File: config.mk
export PLATFORM = sky130hd
export DESIGN_NAME = vga_timing
export DESIGN_NICKNAME = d
export VERILOG_FILES = /design/src/rtl/vga_timing_pkg.sv /design/src/rtl/vga_timing_mod_counter.sv /design/src/rtl/vga_timing.sv
export SDC_FILE = /design/constraint.sdc
export NUM_CORES = 1
export LEC_CHECK = 0
export ABC_AREA = 1
export BUFFER_PORTS_ARGS = -buffer_cell sky130_fd_sc_hd__buf_2
export CELL_PAD_IN_SITES_DETAIL_PLACEMENT = 2
export CELL_PAD_IN_SITES_GLOBAL_PLACEMENT = 2
export CORE_MARGIN = 1
export CORE_UTILIZATION = 31
export CTS_CLUSTER_SIZE = 20
export DETAILED_ROUTE_END_ITERATION = 10
export GPL_TIMING_DRIVEN = 0
export PLACE_DENSITY_LB_ADDON = 0.1
export SLEW_MARGIN = 20
export SYNTH_ARGS = -nofsm -noshare
export SYNTH_HDL_FRONTEND = slang
export SYNTH_SLANG_ARGS = --single-unit
File: constraint.sdc
create_clock -name clk -period 2.2 [get_ports clk]
set_input_delay 0.11 -clock clk [delete_from_list [all_inputs] [get_ports clk]]
set_output_delay 0.11 -clock clk [all_outputs]
set_load 0.01 [all_outputs]
File: src/rtl/vga_timing_pkg.sv
// vga_timing_pkg: shared VGA 640x480@60 default timing constants, position
// type, decoded-output bundle and a window-test helper. Used by vga_timing
// and by any downstream pixel-source stage that must agree on the geometry.
package vga_timing_pkg;

  // Default clk cycles per pixel.
  localparam int CLK_DIV      = 32'd2;

  // Horizontal timing in pixels.
  localparam int H_VISIBLE    = 32'd640;
  localparam int H_FRONT      = 32'd16;
  localparam int H_SYNC       = 32'd96;
  localparam int H_BACK       = 32'd48;
  localparam int H_TOTAL      = H_VISIBLE + H_FRONT + H_SYNC + H_BACK;
  localparam int H_SYNC_START = H_VISIBLE + H_FRONT;
  localparam int H_SYNC_END   = H_SYNC_START + H_SYNC;

  // Vertical timing in lines.
  localparam int V_VISIBLE    = 32'd480;
  localparam int V_FRONT      = 32'd10;
  localparam int V_SYNC       = 32'd2;
  localparam int V_BACK       = 32'd33;
  localparam int V_TOTAL      = V_VISIBLE + V_FRONT + V_SYNC + V_BACK;
  localparam int V_SYNC_START = V_VISIBLE + V_FRONT;
  localparam int V_SYNC_END   = V_SYNC_START + V_SYNC;

  // All position arithmetic is 16 bits wide.
  typedef logic [15:0] pos_t;

  // Registered decode of the position; sync bits are active low.
  typedef struct packed {
    logic enable;
    logic hsync;
    logic vsync;
  } vga_decode_t;

  // True when lo <= pos < hi.
  function automatic logic in_window(input pos_t pos, input pos_t lo, input pos_t hi);
    return (pos >= lo) && (pos < hi);
  endfunction

endpackage

File: src/rtl/vga_timing_mod_counter.sv
// mod_counter: modulo-N counter with count enable.
//   clk_i     : clock, rising edge
//   reset_i   : synchronous active-high reset, loads RESET_VAL
//   en_i      : advance by one (wrapping MODULUS-1 -> 0) on this edge
//   count_o   : registered count, 0..MODULUS-1
//   wrap_o    : combinational, high when en_i is high and count is MODULUS-1
module mod_counter
  import vga_timing_pkg::*;
#(
  parameter pos_t MODULUS   = 16'd2,
  parameter pos_t RESET_VAL = 16'd0
) (
  input  logic clk_i,
  input  logic reset_i,
  input  logic en_i,
  output pos_t count_o,
  output logic wrap_o
);

  pos_t count_q;
  pos_t count_d;
  logic at_max_s;

  assign at_max_s = (count_q == (MODULUS - 16'd1));

  // Next-state count: hold, increment, or wrap to zero.
  always_comb begin
    count_d = count_q;
    if (en_i) begin
      if (at_max_s) begin
        count_d = 16'd0;
      end else begin
        count_d = count_q + 16'd1;
      end
    end else begin
      count_d = count_q;
    end
  end

  // Count register with synchronous reset load.
  always_ff @(posedge clk_i) begin
    if (reset_i) begin
      count_q <= RESET_VAL;
    end else begin
      count_q <= count_d;
    end
  end

  assign count_o = count_q;
  assign wrap_o  = en_i & at_max_s;

endmodule

File: src/rtl/vga_timing.sv
// vga_timing: VGA raster timing generator.
//   clk         : system clock, rising edge
//   reset       : synchronous active-high reset; parks position at the last
//                 pixel of the frame so the first tick enters (0,0)
//   pixel_tick  : one clk per pixel period (combinational from the divider)
//   column, row : current position, 0..H_TOTAL-1 / 0..V_TOTAL-1
//   enable      : position is in the visible area
//   hsync,vsync : active-low sync pulses
//   frame_start : one-clk pulse in the clk after (0,0) is loaded
module vga_timing
  import vga_timing_pkg::*;
#(
  parameter int CLK_DIV   = vga_timing_pkg::CLK_DIV,
  parameter int H_VISIBLE = vga_timing_pkg::H_VISIBLE,
  parameter int H_FRONT   = vga_timing_pkg::H_FRONT,
  parameter int H_SYNC    = vga_timing_pkg::H_SYNC,
  parameter int H_BACK    = vga_timing_pkg::H_BACK,
  parameter int V_VISIBLE = vga_timing_pkg::V_VISIBLE,
  parameter int V_FRONT   = vga_timing_pkg::V_FRONT,
  parameter int V_SYNC    = vga_timing_pkg::V_SYNC,
  parameter int V_BACK    = vga_timing_pkg::V_BACK
) (
  input  logic        clk,
  input  logic        reset,
  output logic        pixel_tick,
  output logic [15:0] column,
  output logic [15:0] row,
  output logic        enable,
  output logic        hsync,
  output logic        vsync,
  output logic        frame_start
);

  localparam pos_t DIV_P          = pos_t'(CLK_DIV);
  localparam pos_t H_VIS_P        = pos_t'(H_VISIBLE);
  localparam pos_t H_TOTAL_P      = pos_t'(H_VISIBLE + H_FRONT + H_SYNC + H_BACK);
  localparam pos_t H_SYNC_START_P = pos_t'(H_VISIBLE + H_FRONT);
  localparam pos_t H_SYNC_END_P   = pos_t'(H_VISIBLE + H_FRONT + H_SYNC);
  localparam pos_t V_VIS_P        = pos_t'(V_VISIBLE);
  localparam pos_t V_TOTAL_P      = pos_t'(V_VISIBLE + V_FRONT + V_SYNC + V_BACK);
  localparam pos_t V_SYNC_START_P = pos_t'(V_VISIBLE + V_FRONT);
  localparam pos_t V_SYNC_END_P   = pos_t'(V_VISIBLE + V_FRONT + V_SYNC);

  localparam vga_decode_t DEC_RESET = '{enable: 1'b0, hsync: 1'b1, vsync: 1'b1};

  pos_t        div_cnt_s;
  logic        div_wrap_s;
  logic        pixel_tick_s;
  pos_t        col_s;
  logic        col_wrap_s;
  pos_t        row_s;
  logic        row_wrap_s;
  pos_t        col_next_s;
  pos_t        row_next_s;
  vga_decode_t dec_d;
  vga_decode_t dec_q;
  logic        frame_start_d;
  logic        frame_start_q;

  mod_counter #(
    .MODULUS  (DIV_P),
    .RESET_VAL(16'd0)
  ) u_div (
    .clk_i  (clk),
    .reset_i(reset),
    .en_i   (1'b1),
    .count_o(div_cnt_s),
    .wrap_o (div_wrap_s)
  );

  assign pixel_tick_s = (div_cnt_s == (DIV_P - 16'd1));

  // div_wrap_s equals pixel_tick_s because the divider is always enabled.
  mod_counter #(
    .MODULUS  (H_TOTAL_P),
    .RESET_VAL(H_TOTAL_P - 16'd1)
  ) u_col (
    .clk_i  (clk),
    .reset_i(reset),
    .en_i   (div_wrap_s),
    .count_o(col_s),
    .wrap_o (col_wrap_s)
  );

  mod_counter #(
    .MODULUS  (V_TOTAL_P),
    .RESET_VAL(V_TOTAL_P - 16'd1)
  ) u_row (
    .clk_i  (clk),
    .reset_i(reset),
    .en_i   (col_wrap_s),
    .count_o(row_s),
    .wrap_o (row_wrap_s)
  );

  // Position after the next tick, decoded so outputs line up with row/column.
  always_comb begin
    col_next_s = col_s + 16'd1;
    row_next_s = row_s;
    if (col_wrap_s) begin
      col_next_s = 16'd0;
      if (row_wrap_s) begin
        row_next_s = 16'd0;
      end else begin
        row_next_s = row_s + 16'd1;
      end
    end else begin
      col_next_s = col_s + 16'd1;
      row_next_s = row_s;
    end
    dec_d.enable  = (col_next_s < H_VIS_P) && (row_next_s < V_VIS_P);
    dec_d.hsync   = ~in_window(col_next_s, H_SYNC_START_P, H_SYNC_END_P);
    dec_d.vsync   = ~in_window(row_next_s, V_SYNC_START_P, V_SYNC_END_P);
    // Row wraps only when leaving the last pixel of the frame, i.e. entering (0,0).
    frame_start_d = row_wrap_s;
  end

  // Decoded outputs: load on pixel ticks, hold otherwise; frame_start pulses.
  always_ff @(posedge clk) begin
    if (reset) begin
      dec_q         <= DEC_RESET;
      frame_start_q <= 1'b0;
    end else begin
      frame_start_q <= frame_start_d;
      if (pixel_tick_s) begin
        dec_q <= dec_d;
      end else begin
        dec_q <= dec_q;
      end
    end
  end

  assign pixel_tick  = pixel_tick_s;
  assign column      = col_s;
  assign row         = row_s;
  assign enable      = dec_q.enable;
  assign hsync       = dec_q.hsync;
  assign vsync       = dec_q.vsync;
  assign frame_start = frame_start_q;

endmodule

==> impl_metrics.py <==
metrics = {
    "floorplan": {
        "core_mm2": 0.0103,
        "die_h_um": 105,
        "dieWidth_um": 105,
        "start_util": 0.320,
        "pin_count": 39,
        "dieArea_mm2": 0.0111,
        "fp-row-count": 37,
    },
    "timing": {
        "hold_viol_final": 0,
        "skew_ns": 0.00407,
        "slew_viol_final": 0,
        "relSlewSlack": 0.563,
        "period_share": 0.950,
        "rsz0062_at_grt": "true",
        "period_needed_ns": 2.09,
        "tns_ns": 0,
        "fin_ws_ns": 0.109,
        "clock.fmax_mhz": 478,
        "finalSetupViolCount": 0,
        "worstMarginPinSlew_ns": 0.650,
    },
    "min_path": {
        "hp-class": "in2reg",
        "min_from": "reset",
        "holdPathStages": 2,
        "hold_path_end": "u_row.count_o[0]$_SDFFE_PP0N_",
    },
    "clocking": {
        "clock_sinks": 52,
        "clkLatencyLatePin_ns": 0.32,
        "clk_path_buf_depth": 2,
        "numCtsBuffers": 5,
        "root_buffer": "clkbuf_8",
        "clk_pin_slew_ns": 0.10,
        "cts_tree": "done",
        "htree_levels": 2,
        "cts_hold_buf": 0,
    },
    "synthesis": {
        "yosysTopAreaCell": "dfxtp_1",
        "syn_inst": 526,
        "syn-mean-instance-area_um2": 6.27,
        "synth_common_cells": "nand2_1, nor2_1, inv_1",
        "syn-cell-area_mm2": 0.00330,
        "yosysSeqAreaShare": 0.316,
        "synth-seq-cells": 52,
        "async_flop_share": 0,
        "synthXorXnorAreaFrac": 0.0133,
        "synth-edff-count": 0,
        "yosys.area_share.simple": 0.458,
        "synth_top_family_by_area": "simple AND/OR/NAND/NOR gates",
        "synth_ff_type": "dfxtp_1",
        "ys_types": 43,
        "synth_most_common_cell": "nand2_1",
        "syn_nets": 533,
        "synth_top_area_share": 0.316,
        "synth_area_leaders": "dfxtp_1, nand2_1, nor2_1",
        "synthAdderAreaFrac": 0.0190,
        "synth_compound_area_frac": 0.102,
        "yosys-mux-area-fraction": 0,
        "ys_warn_count": 0,
    },
    "layout": {
        "diodes": 0,
        "final_layout_size_suffix_gt1_frac": 0.186,
        "design_area_mm2": 0.00386,
        "fin_nets": 580,
        "syn_to_final_growth_pct": 17.1,
    },
    "placed_design": {
        "io_buffers": 37,
        "placed_area_mm2": 0.00365,
        "place_worst_setup_slack_ns": -0.114,
        "dpl.hpwl_um": 8870,
        "place.gp.congestion": 0.837,
    },
    "grt": {
        "antenna_found_initial": 0,
        "grt_pass1_vias": 3738,
        "gr-total-overflow": 0,
        "grt_use_total": 0.212,
        "grt_max_degree": 16,
        "grt_use_met2": 0.399,
        "met3_usage": 0.0256,
        "met1_usage": 0.249,
        "grt_pass1_wl_um": 18500,
        "top_usage_layer": "met2",
    },
    "detailed_routing": {
        "ant_nets": 0,
        "wl_per_cell_um": 15.8,
        "drt-initial-drc-count": 97,
        "firstDrtPassIters": 4,
        "drc_errors": 0,
        "viasPerCell": 4.99,
        "wl_um": 11200,
        "via_count": 3543,
    },
    "setup_path": {
        "crit_type": "reg2reg",
        "critical_path_required_ns": 2.43,
        "crit_chain": "ha_2 -> nand2_2 -> clkinv_2 -> nand2_4 -> nor2_4 -> nand2_4 -> nor2_8 -> buf_4 -> nand2_1 -> nand2_2 -> nor2_1 -> nand2_1 -> nor2_2 -> nand3_1 -> nor2_2 -> nor2_1",
        "crit_path_end_kind": "flop",
        "worstPathMaxFanout": 8,
        "rr_worst_depth": 16,
        "start_kind": "flop",
        "cp.arrival_ns": 2.32,
        "timing.rr.start": "u_col.count_o[0]$_SDFFE_PP1N_",
        "slowest_delay_ns": 0.37,
        "ff2ff_setup_slack_ns": 0.11,
        "slowest_stage": "dfxtp_4",
        "r2r-end": "vsync$_SDFFE_PP1N_",
    },
    "flow_run": {
        "max-cap-violations": 0,
    },
    "pwr": {
        "ir_drop_uv": 252,
        "powerDensity_mw_per_mm2": 665,
        "leakage_nw": 1.77,
    },
    "run_status": {
        "status": "completed",
    },
}
[logic make-up after synthesis]
| logic type | Yosys count |
|---|---|
| fa+ha+maj | 5 |
| xor+xnor | 5 |
| compound gates | 57 |
| buf+inv | 76 |
| flops | 52 |
| simple gates | 331 |
[flip-flops by register name (all words and copies together) (netlist names)]
name,cells
u_div.count_o,16
u_row.count_o,16
hsync,1
frame_start,1
vsync,1
u_col.count_o,16
enable,1
[layer usage]
| layer | vias to the layer above | wire, µm | part of all wire |
|---|---|---|---|
| met5 | - | 0 | 0 |
| li1 | 1777 | - | - |
| met2 | 38 | 5900 | 0.53 |
| met3 | 10 | 187 | 0.017 |
| met4 | 0 | 167 | 0.015 |
| met1 | 1718 | 4960 | 0.44 |
[layout by cell type, fill, tap and decap left out, types with 5 or more instances in the layout]
master	n
a21oi_1	22
buf_2	38
clkbuf_8	6
dfxtp_1	46
dfxtp_2	5
inv_1	62
nand2_1	146
nand2_2	10
nand2_4	6
nand3_1	38
nand4_1	13
nor2_1	80
nor2_2	13
nor2_4	7
o21ai_0	8
o21ai_1	5
o22ai_1	8
[worst max path at each step]
stage / from / endpoint / depth (start not counted)
finish: u_col.count_o[0]$_SDFFE_PP1N_ / vsync$_SDFFE_PP1N_ / 16
global placement: u_col.count_o[0]$_SDFFE_PP1N_ / vsync$_SDFFE_PP1N_ / 15
detailed placement: u_col.count_o[0]$_SDFFE_PP1N_ / vsync$_SDFFE_PP1N_ / 15
CTS: u_div.count_o[1]$_SDFF_PP0_ / vsync$_SDFFE_PP1N_ / 15
floorplan: u_col.count_o[0]$_SDFFE_PP1N_ / vsync$_SDFFE_PP1N_ / 15
global route: u_col.count_o[0]$_SDFFE_PP1N_ / vsync$_SDFFE_PP1N_ / 16
[where the power goes]
group	leakage, nW	switching [mW]	total (mW)	internal (mW)
registers	0.423	0.0843	1.08	1.00
clock network	0.0445	0.355	0.612	0.257
logic	1.30	0.599	0.873	0.275
total	1.77	1.04	2.57	1.53
[cell type report]
cell class | count | area (µm²)
Buffer | 6 | 43.8
Clock buffer | 7 | 86.3
Clock inverter | 1 | 7.51
Fill cell | 1321 | 6460
Inverter | 70 | 267
Multi-Input combinational cell | 398 | 2030
Sequential cell | 52 | 1050
Tap cell | 136 | 170
Timing Repair Buffer | 40 | 208
[stage by stage]
stage | std cells | power [mW] | utilization | hold WS [ns]
2_1_floorplan | 526 | 1.66 | - | 0.414
3_3_place_gp | 699 | 1.90 | 0.354 | 0.441
3_5_place_dp | 699 | 1.93 | 0.354 | 0.481
4_1_cts | 708 | 2.57 | 0.366 | 0.256
5_1_grt | 710 | 2.73 | 0.374 | 0.282
6_report | 710 | 2.57 | 0.374 | 0.250
[what timing repair did]
item                                   CTS  global route
pin swaps                                1             3
endpoints found under the hold margin    0             0
setup buffers                            1             2
resized for setup                        9            22
setup endpoints to repair                7            12
[critical path: cells and delay by family (launching register included)]
kind                       cells  cell delay (ns)
buffers and inverters          2             0.26
DFF                            1             0.37
adders and majority gates      1             0.21
and+or+nand+nor               13             1.15
Power figures use the tool's default switching activity.
